## src/rtl/adc_input_multi.sv

```systemverilog
// adc_input_multi
// SPI reader for NUM_ADC AD7980-class converters. The converters share one
// chip-select and one serial clock, and each has its own DOUT line. The RHD2000
// command sequencer steps this block through main_state and channel.
//
// Features:
//   - in-order bit tracking with frame-error detection
//   - a registered parallel word output with a one-cycle valid strobe
//   - an optional per-converter threshold comparator
//
// Optional feature macro: ADC_THRESHOLD_EN
//   - defined:   ADC_above[i] is set when the published word i is greater than
//                threshold. The compare is signed when OFFSET_TO_TWOS=1.
//   - undefined: ADC_above is tied to zero and threshold is ignored.
module adc_input_multi #(
    parameter int          NUM_ADC        = 8,
    parameter int          ADC_BITS       = 16,
    parameter int          OFFSET_TO_TWOS = 0,
    parameter logic [31:0] ms_wait        = 32'd99,
    parameter logic [31:0] ms_clk1_a      = 32'd100,
    parameter logic [31:0] ms_clk11_a     = 32'd140
) (
    input  logic                          dataclk,
    input  logic                          reset,
    input  logic [31:0]                   main_state,
    input  logic [5:0]                    channel,
    input  logic [NUM_ADC-1:0]            ADC_DOUT,
    output logic                          ADC_CS,
    output logic                          ADC_SCLK,
    output logic [NUM_ADC*ADC_BITS-1:0]   ADC_data,
    output logic                          ADC_valid,
    output logic                          ADC_frame_err,
    input  logic [ADC_BITS-1:0]           threshold,
    output logic [NUM_ADC-1:0]            ADC_above
);

    // Last data channel of a frame (channel 0 only asserts CS).
    localparam logic [5:0] LAST_CH = 6'(ADC_BITS);

    typedef logic [ADC_BITS-1:0] word_t;

    // Converts a captured word into its published form.
    // Offset-binary becomes two's complement by flipping the MSB.
    function automatic word_t to_pub(input word_t w);
        word_t r;
        r = w;
        if (OFFSET_TO_TWOS != 0) begin
            r[ADC_BITS-1] = ~w[ADC_BITS-1];
        end
        return r;
    endfunction

    // Sequencer phase decode
    logic is_wait;
    logic is_clk1;
    logic is_clk11;

    assign is_wait  = (main_state == ms_wait);
    assign is_clk1  = (main_state == ms_clk1_a);
    assign is_clk11 = (main_state == ms_clk11_a);

    // Capture stage (p0) and published stage (p1)
    logic [NUM_ADC-1:0][ADC_BITS-1:0] cap_p0;
    logic [NUM_ADC-1:0][ADC_BITS-1:0] pub_p0;
    logic [NUM_ADC-1:0][ADC_BITS-1:0] data_p1;
    logic                             vld_p1;

    // Bus and frame-tracking control
    logic       cs_q;
    logic       sclk_q;
    logic       frame_err_q;
    logic [5:0] expect_ch;
    logic       complete;
    logic       err;

    // Capture bit addressed by the current channel: channel 1 is the MSB.
    logic [5:0] bit_idx;
    logic       data_ch;
    logic       publish_en;

    assign bit_idx    = LAST_CH - channel;
    assign data_ch    = (channel != 6'd0) && (channel <= LAST_CH);
    assign publish_en = is_clk11 && complete && !err;

    // Published form of each capture register
    always_comb begin
        pub_p0 = '0;
        for (int i = 0; i < NUM_ADC; i++) begin
            pub_p0[i] = to_pub(cap_p0[i]);
        end
    end

    // ---- stage p0: serial capture, driven by the SCLK-high phase ----
    // Shifts each converter's DOUT into the bit of its capture register
    // that the current channel addresses.
    always_ff @(posedge dataclk) begin
        if (reset) begin
            cap_p0 <= '0;
        end else if (is_clk1 && data_ch) begin
            for (int i = 0; i < NUM_ADC; i++) begin
                for (int b = 0; b < ADC_BITS; b++) begin
                    if (bit_idx == 6'(b)) begin
                        cap_p0[i][b] <= ADC_DOUT[i];
                    end
                end
            end
        end
    end

    // Bus-phase control and frame tracking
    // Drives CS and SCLK, checks that bits arrive in order, and detects
    // frames that were aborted before the last bit.
    always_ff @(posedge dataclk) begin
        if (reset) begin
            cs_q        <= 1'b1;
            sclk_q      <= 1'b0;
            frame_err_q <= 1'b0;
            expect_ch   <= 6'd0;
            complete    <= 1'b0;
            err         <= 1'b0;
        end else if (is_wait) begin
            cs_q   <= 1'b1;
            sclk_q <= 1'b0;
            // Bus idles with a frame still open: the frame was aborted.
            if ((expect_ch != 6'd0) && (expect_ch <= LAST_CH)) begin
                frame_err_q <= 1'b1;
                expect_ch   <= 6'd0;
            end
        end else if (is_clk1) begin
            if (channel == 6'd0) begin
                // Start of frame. A restart mid-frame is silent.
                cs_q      <= 1'b0;
                sclk_q    <= 1'b0;
                expect_ch <= 6'd1;
                complete  <= 1'b0;
                err       <= 1'b0;
            end else if (channel <= LAST_CH) begin
                cs_q   <= 1'b0;
                sclk_q <= 1'b1;
                if (channel == expect_ch) begin
                    expect_ch <= expect_ch + 6'd1;
                end else begin
                    err <= 1'b1;
                end
                // Any mismatch is already recorded in err; the publish
                // step decides between data and error.
                if (channel == LAST_CH) begin
                    complete <= 1'b1;
                end
            end else begin
                cs_q   <= 1'b1;
                sclk_q <= 1'b0;
            end
        end else if (is_clk11) begin
            sclk_q <= 1'b0;
            if (complete) begin
                complete    <= 1'b0;
                frame_err_q <= err;
            end
        end
    end

    // ---- stage p1: publish on the first SCLK-low phase after the last bit ----
    // Moves a clean frame into the output word with a one-cycle strobe.
    always_ff @(posedge dataclk) begin
        if (reset) begin
            data_p1 <= '0;
            vld_p1  <= 1'b0;
        end else begin
            vld_p1 <= 1'b0;
            if (publish_en) begin
                data_p1 <= pub_p0;
                vld_p1  <= 1'b1;
            end
        end
    end

    assign ADC_CS        = cs_q;
    assign ADC_SCLK      = sclk_q;
    assign ADC_data      = data_p1;
    assign ADC_valid     = vld_p1;
    assign ADC_frame_err = frame_err_q;

`ifdef ADC_THRESHOLD_EN
    // Greater-than compare. The compare is signed when words are published
    // as two's complement.
    function automatic logic is_above(input word_t w, input word_t t);
        if (OFFSET_TO_TWOS != 0) begin
            return $signed(w) > $signed(t);
        end
        return w > t;
    endfunction

    logic [NUM_ADC-1:0] above_p1;

    // Threshold flags, updated together with the published words
    always_ff @(posedge dataclk) begin
        if (reset) begin
            above_p1 <= '0;
        end else if (publish_en) begin
            for (int i = 0; i < NUM_ADC; i++) begin
                above_p1[i] <= is_above(pub_p0[i], threshold);
            end
        end
    end

    assign ADC_above = above_p1;
`else
    logic unused_threshold;

    assign unused_threshold = ^threshold;
    assign ADC_above        = '0;
`endif

endmodule
```

## config.mk

```make
export PLATFORM = sky130hd
export DESIGN_NAME = adc_input_multi
export DESIGN_NICKNAME = d
export VERILOG_FILES = /design/src/rtl/adc_input_multi.sv
export SDC_FILE = /design/constraint.sdc
export NUM_CORES = 1
export LEC_CHECK = 0
export CAP_MARGIN = 20
export CORE_AREA = 10 10 150 152
export CTS_CLUSTER_SIZE = 28
export DETAILED_ROUTE_END_ITERATION = 10
export DIE_AREA = 0 0 160 162
export PLACE_DENSITY = 0.79
export REMOVE_ABC_BUFFERS = 1
export SYNTH_ARGS = -nofsm -noshare
export SYNTH_HDL_FRONTEND = slang
export SYNTH_SLANG_ARGS = --single-unit
```

## constraint.sdc

```tcl
create_clock -name dataclk -period 4.24 [get_ports dataclk]
set_clock_uncertainty 0.2 [all_clocks]
set_input_delay 1.06 -clock dataclk [delete_from_list [all_inputs] [get_ports dataclk]]
set_output_delay 1.06 -clock dataclk [all_outputs]
set_load 0.01 [all_outputs]
```

**After elaboration in Yosys (flattened, before gate mapping)**

Cells that the tools add are included.

- Flip-flop bits (word level): 268
- Bits of input ports: 64
- Output and inout port bits: 140
- Word-level logic and storage cells: 236

- $add $sub $neg: 2
- Order comparisons: 2
- Equality and inequality tests: 25
- Multiplexer cells: 25
- Bitwise logic cells: 1
- Reduce and logical (&&, ||, !) cells: 38

Operator list:

| cell | count |
|---|---|
| $eq A32 B7 Y1 const B | 2 |
| $eq A6 B4 Y1 const B | 8 |
| $mux W6 | 6 |
| $eq A32 B8 Y1 const B | 1 |
| $reduce_and A2 Y1 | 16 |
| $eq A6 B3 Y1 const B | 4 |
| $mux W1 | 19 |
| $reduce_and A4 Y1 | 4 |
| $eq A6 B2 Y1 const B | 2 |
| $le A6 B5 Y1 const B | 2 |
| $logic_not A6 Y1 | 2 |
| $reduce_bool A6 Y1 | 2 |
| $reduce_bool A2 Y1 | 5 |
| $add A6 B1 Y6 const B | 1 |
| $eq A6 B1 Y1 const B | 1 |
| $eq A6 B5 Y1 const B | 1 |
| $eq A6 B6 Y1 | 1 |
| $ne A3 B1 Y1 const B | 2 |
| $reduce_bool A3 Y1 | 2 |
| $sub A5 B6 Y6 const A | 1 |
| $logic_and A1 B1 Y1 | 5 |
| $ne A2 B2 Y1 const B | 2 |
| $ne A2 B1 Y1 const B | 1 |
| $reduce_or A2 Y1 | 1 |
| other kinds (2) | 2 |

**Depth between registers and ports, before layout**

- Word-level depth: 6
- Depth in mapped cells: 8
- Depth with buffers taken out: 8

**Worst setup path before layout**

Ideal clock, no wire load.

- Kind: in2reg
- Start point: input channel[1]
- End point: register expect_ch[3]
- Setup time: 0.070 ns
- Data arrival time: 3.037 ns
- Required time: 3.970 ns
- Setup slack: 0.933 ns
- Cell stages on the path: 8
- Path buffers: 2
- Cells stage by stage: buf_2 -> or4_1 -> buf_2 -> or3_4 -> o32ai_4 -> o21ai_2 -> or4_1 -> a21oi_1

- Word-level cells in the longest chain between the ends: 4
- Elaborated cells between the ends (all ways): 9
- Classes of those cells: order compare: 1; eq/ne: 1; mux: 3; reduce/logical: 4

Ends and longest elaborated chain:

| item | line | RTL |
|---|---|---|
| start, declared | 26 | `input logic [5:0] channel,` |
| parallel branches: the longest is 4 deep, another holds $le A6 B5 Y1 | - |  |
| end signal, assigned | 141 | `expect_ch <= expect_ch + 6'd1;` |
| end, declared | 72 | `logic [5:0] expect_ch;` |

Parallel ways; which one is timed is not known. The select of a mux whose other input is x is not followed.
A chain may end at the register's enable or synchronous reset.

**Worst setup path after layout**

- Start point: input main_state[6]
- End point: register cap_p0[67] in the netlist's numbering

- Word-level cells in the longest chain between the ends: 3

Ends and longest elaborated chain:

| item | line | RTL |
|---|---|---|
| start, declared | 25 | `input logic [31:0] main_state,` |
| $eq A32 B7 Y1 | 59 | `assign is_clk1 = (main_state == ms_clk1_a);` |
| $logic_and A1 B1 Y1 | 99 | `end else if (is_clk1 && data_ch) begin` |
| $reduce_and A2 Y1 (no line) | - |  |
| end signal, assigned by index | 103 | `cap_p0[i][b] <= ADC_DOUT[i];` |
| end, declared | 63 | `logic [NUM_ADC-1:0][ADC_BITS-1:0] cap_p0;` |

Every way passes these cells.

==> flow_metrics.env <==
export IMPL_antenna_found_initial=0
export IMPL_critPathSlowestCell="nor4bb_1"
export IMPL_place_gp_congestion=0.8311
export IMPL_crit_path_cell_trace="clkdlybuf4s50_1 -> nor4bb_1 -> nand2_1 -> nor3_2 -> buf_4 -> nand3_1 -> mux2i_1 -> nor2_1"
export IMPL_initialDrtViolationCount=503
export IMPL_fin_ws_ps=703.5
export IMPL_rsz0062_at_grt="false"
export IMPL_first_global_vias=7818
export IMPL_cts_resized=0
export IMPL_clock_sinks=268
export IMPL_clock_latency_ps=530
export IMPL_yosys_warnings=0
export IMPL_ys_async_sr_fraction=0
export IMPL_dieArea_um2=25920
export IMPL_drv_slew=0
export IMPL_min_path_type="reg2reg"
export IMPL_numCtsBuffers=27
export IMPL_root_buffer="clkbuf_16"
export IMPL_core_um2=19400
export IMPL_drtAntennaViolNets=0
export IMPL_min_delay_start="ADC_data[107]"
export IMPL_timing_rr_start="expect_ch[0]"
export IMPL_synth_ff_type="dfxtp_1"
export IMPL_p_leak_nw=5.207
export IMPL_pre_cts_ws_ps=259.8
export IMPL_synth_avg_cell_area_um2=8.842
export IMPL_place_hpwl_mm=16.20
export IMPL_synthCells=1109
export IMPL_timing_final_crit_share=0.8341
export IMPL_crit_family="simple AND/OR/NAND/NOR gates"
export IMPL_total_power_mw=5.048
export IMPL_grt_use_total=0.1889
export IMPL_drc_errors=0
export IMPL_path_buf_inv=2
export IMPL_die_w_um=160
export IMPL_drv_cap=0
export IMPL_tritoncts="built"
export IMPL_outcome="finished clean"
export IMPL_crit_start="main_state[6]"
export IMPL_powerDensity_nw_per_um2=397.3
export IMPL_clk_pin_slew_ps=60
export IMPL_criticalPathCategory="in2reg"
export IMPL_nets=1324
export IMPL_post_cts_buffers=0
export IMPL_wirelength_mm=25.68
export IMPL_vias=7897
export IMPL_grt_max_degree=129
export IMPL_tightest_slew_ps=1067
export IMPL_grt_pass1_wl_mm=41.07
export IMPL_h_tree_depth=1
export IMPL_period_minus_slack_ps=3537
export IMPL_crit_fanout=20
export IMPL_setup_viol=0
export IMPL_boundaryPins=204
export IMPL_antenna_cells=0
export IMPL_clockBufferDepth=3
export IMPL_ys_ff_latch=268
export IMPL_avgRoutedWirePerCell_um=16.64
export IMPL_first_pass_iters=5
export IMPL_irDropWorstVdd_mv=0.3091
export IMPL_fmax_mhz=282.8
export IMPL_hold_violations=0
export IMPL_row_count=51
export IMPL_hold_buffers=0
export IMPL_crit_arrival_ps=3710
export IMPL_synth_cell_types=40
export IMPL_seq_area_frac_synth=0.5471
export IMPL_drive_gt1_frac=0.05556
export IMPL_cp_required_ps=4420
export IMPL_final_cell_mix="dfxtp_1, nand2_1, clkdlybuf4s50_1, nor2_1, a21oi_1"
export IMPL_viasPerCell=5.118
export IMPL_grt_overflow_total=0
export IMPL_end_kind="flip-flop"
export IMPL_final_common_cell="dfxtp_1"
export IMPL_slew_headroom=0.2865
export IMPL_setup_tns_final_ps=0
export IMPL_syn_to_final_growth_pct=29.58
export IMPL_cpPeakStageDelay_ps=590
export IMPL_die_h_um=162
export IMPL_initial_core_util=0.5055
export IMPL_start_kind="input port"
export IMPL_synth_area_um2=9806
export IMPL_synth_edf_count=0
export IMPL_io_buffer_count=179
## worst min-delay path, stage by stage (launching register included)
cell	delay, ps
dfxtp_1	310
nand2_1	50
a21oi_1	50
## stage by stage
step                cells    util  area (um2)  hold WS, ps
floorplan            1031       -        9472        229.6
global placement     1494  0.6086       11810        237.5
detailed placement   1494  0.6086       11810        242.3
CTS                  1543  0.6550       12710        251.0
global route         1543  0.6550       12710        262.8
finish               1543  0.6550       12710        247.5
## cells in the mapped netlist, types with 2 or more instances
cell type,count,area (um2)
dfxtp_1,268,5365
nand2_1,265,994.7
nor2_1,140,525.5
a21oi_1,137,685.7
mux2i_1,128,1281
clkbuf_1,72,270.3
nand3_1,14,70.07
nor4_1,9,56.30
buf_4,8,60.06
o21ai_0,7,35.03
xor2_1,7,61.31
nand4_1,6,37.54
nor3_1,5,25.02
nor2b_1,4,25.02
and2_1,3,18.77
buf_2,3,15.01
or4_1,3,22.52
and3_1,2,12.51
and4_1,2,17.52
ha_1,2,25.02
inv_1,2,7.510
nor4b_1,2,17.52
nor4bb_1,2,20.02
o31ai_1,2,15.01
## power by group
group / switching [mW] / leakage (nW) / internal [mW]
Clock: 0.962 / 0.446 / 1.42
Combinational: 0.0928 / 2.60 / 0.0522
Sequential: 0.00000000000927 / 2.16 / 2.52
Total: 1.05 / 5.21 / 3.99
## per-layer routing
metal	routed length, um	track usage	vias to the layer above	share of wire
met5	0	0	-	0
met4	565	0.04508	0	0.022
met3	2148	0.05991	42	0.084
met2	12480	0.3268	224	0.49
met1	10490	0.2233	3692	0.41
li1	-	-	3939	-
## kinds of logic (layout without fill, tap and decap cells)
logic type               Yosys count  after routing  synth area share
XOR/XNOR                           8              8          0.007146
flip-flops                       268            268            0.5471
adder cells (fa/ha/maj)            2              2          0.002552
AND/OR/NAND/NOR                  462            462            0.1920
other                              1              8         0.0003824
multiplexers                     128            128            0.1307
AO/OA/AOI/OAI                    153            153           0.08256
buffers and inverters             87            249           0.03751
## final cells by class
class,count,area (um2)
repair buffers,198,1988
inverters,2,7.507
clock inverters,13,150.1
fillers,1654,6693
well taps,265,331.6
flip-flops and latches,268,5365
clock buffers,36,749.5
multi-input cells,761,4114
## final timing paths
kind,slack [ps],end,cells after the start
max,700,cap_p0[67],8
min,250,ADC_data[107],2
max reg2reg,1700,expect_ch[4],8
min reg2reg,250,ADC_data[107],2
Power figures use the tool's default switching activity.
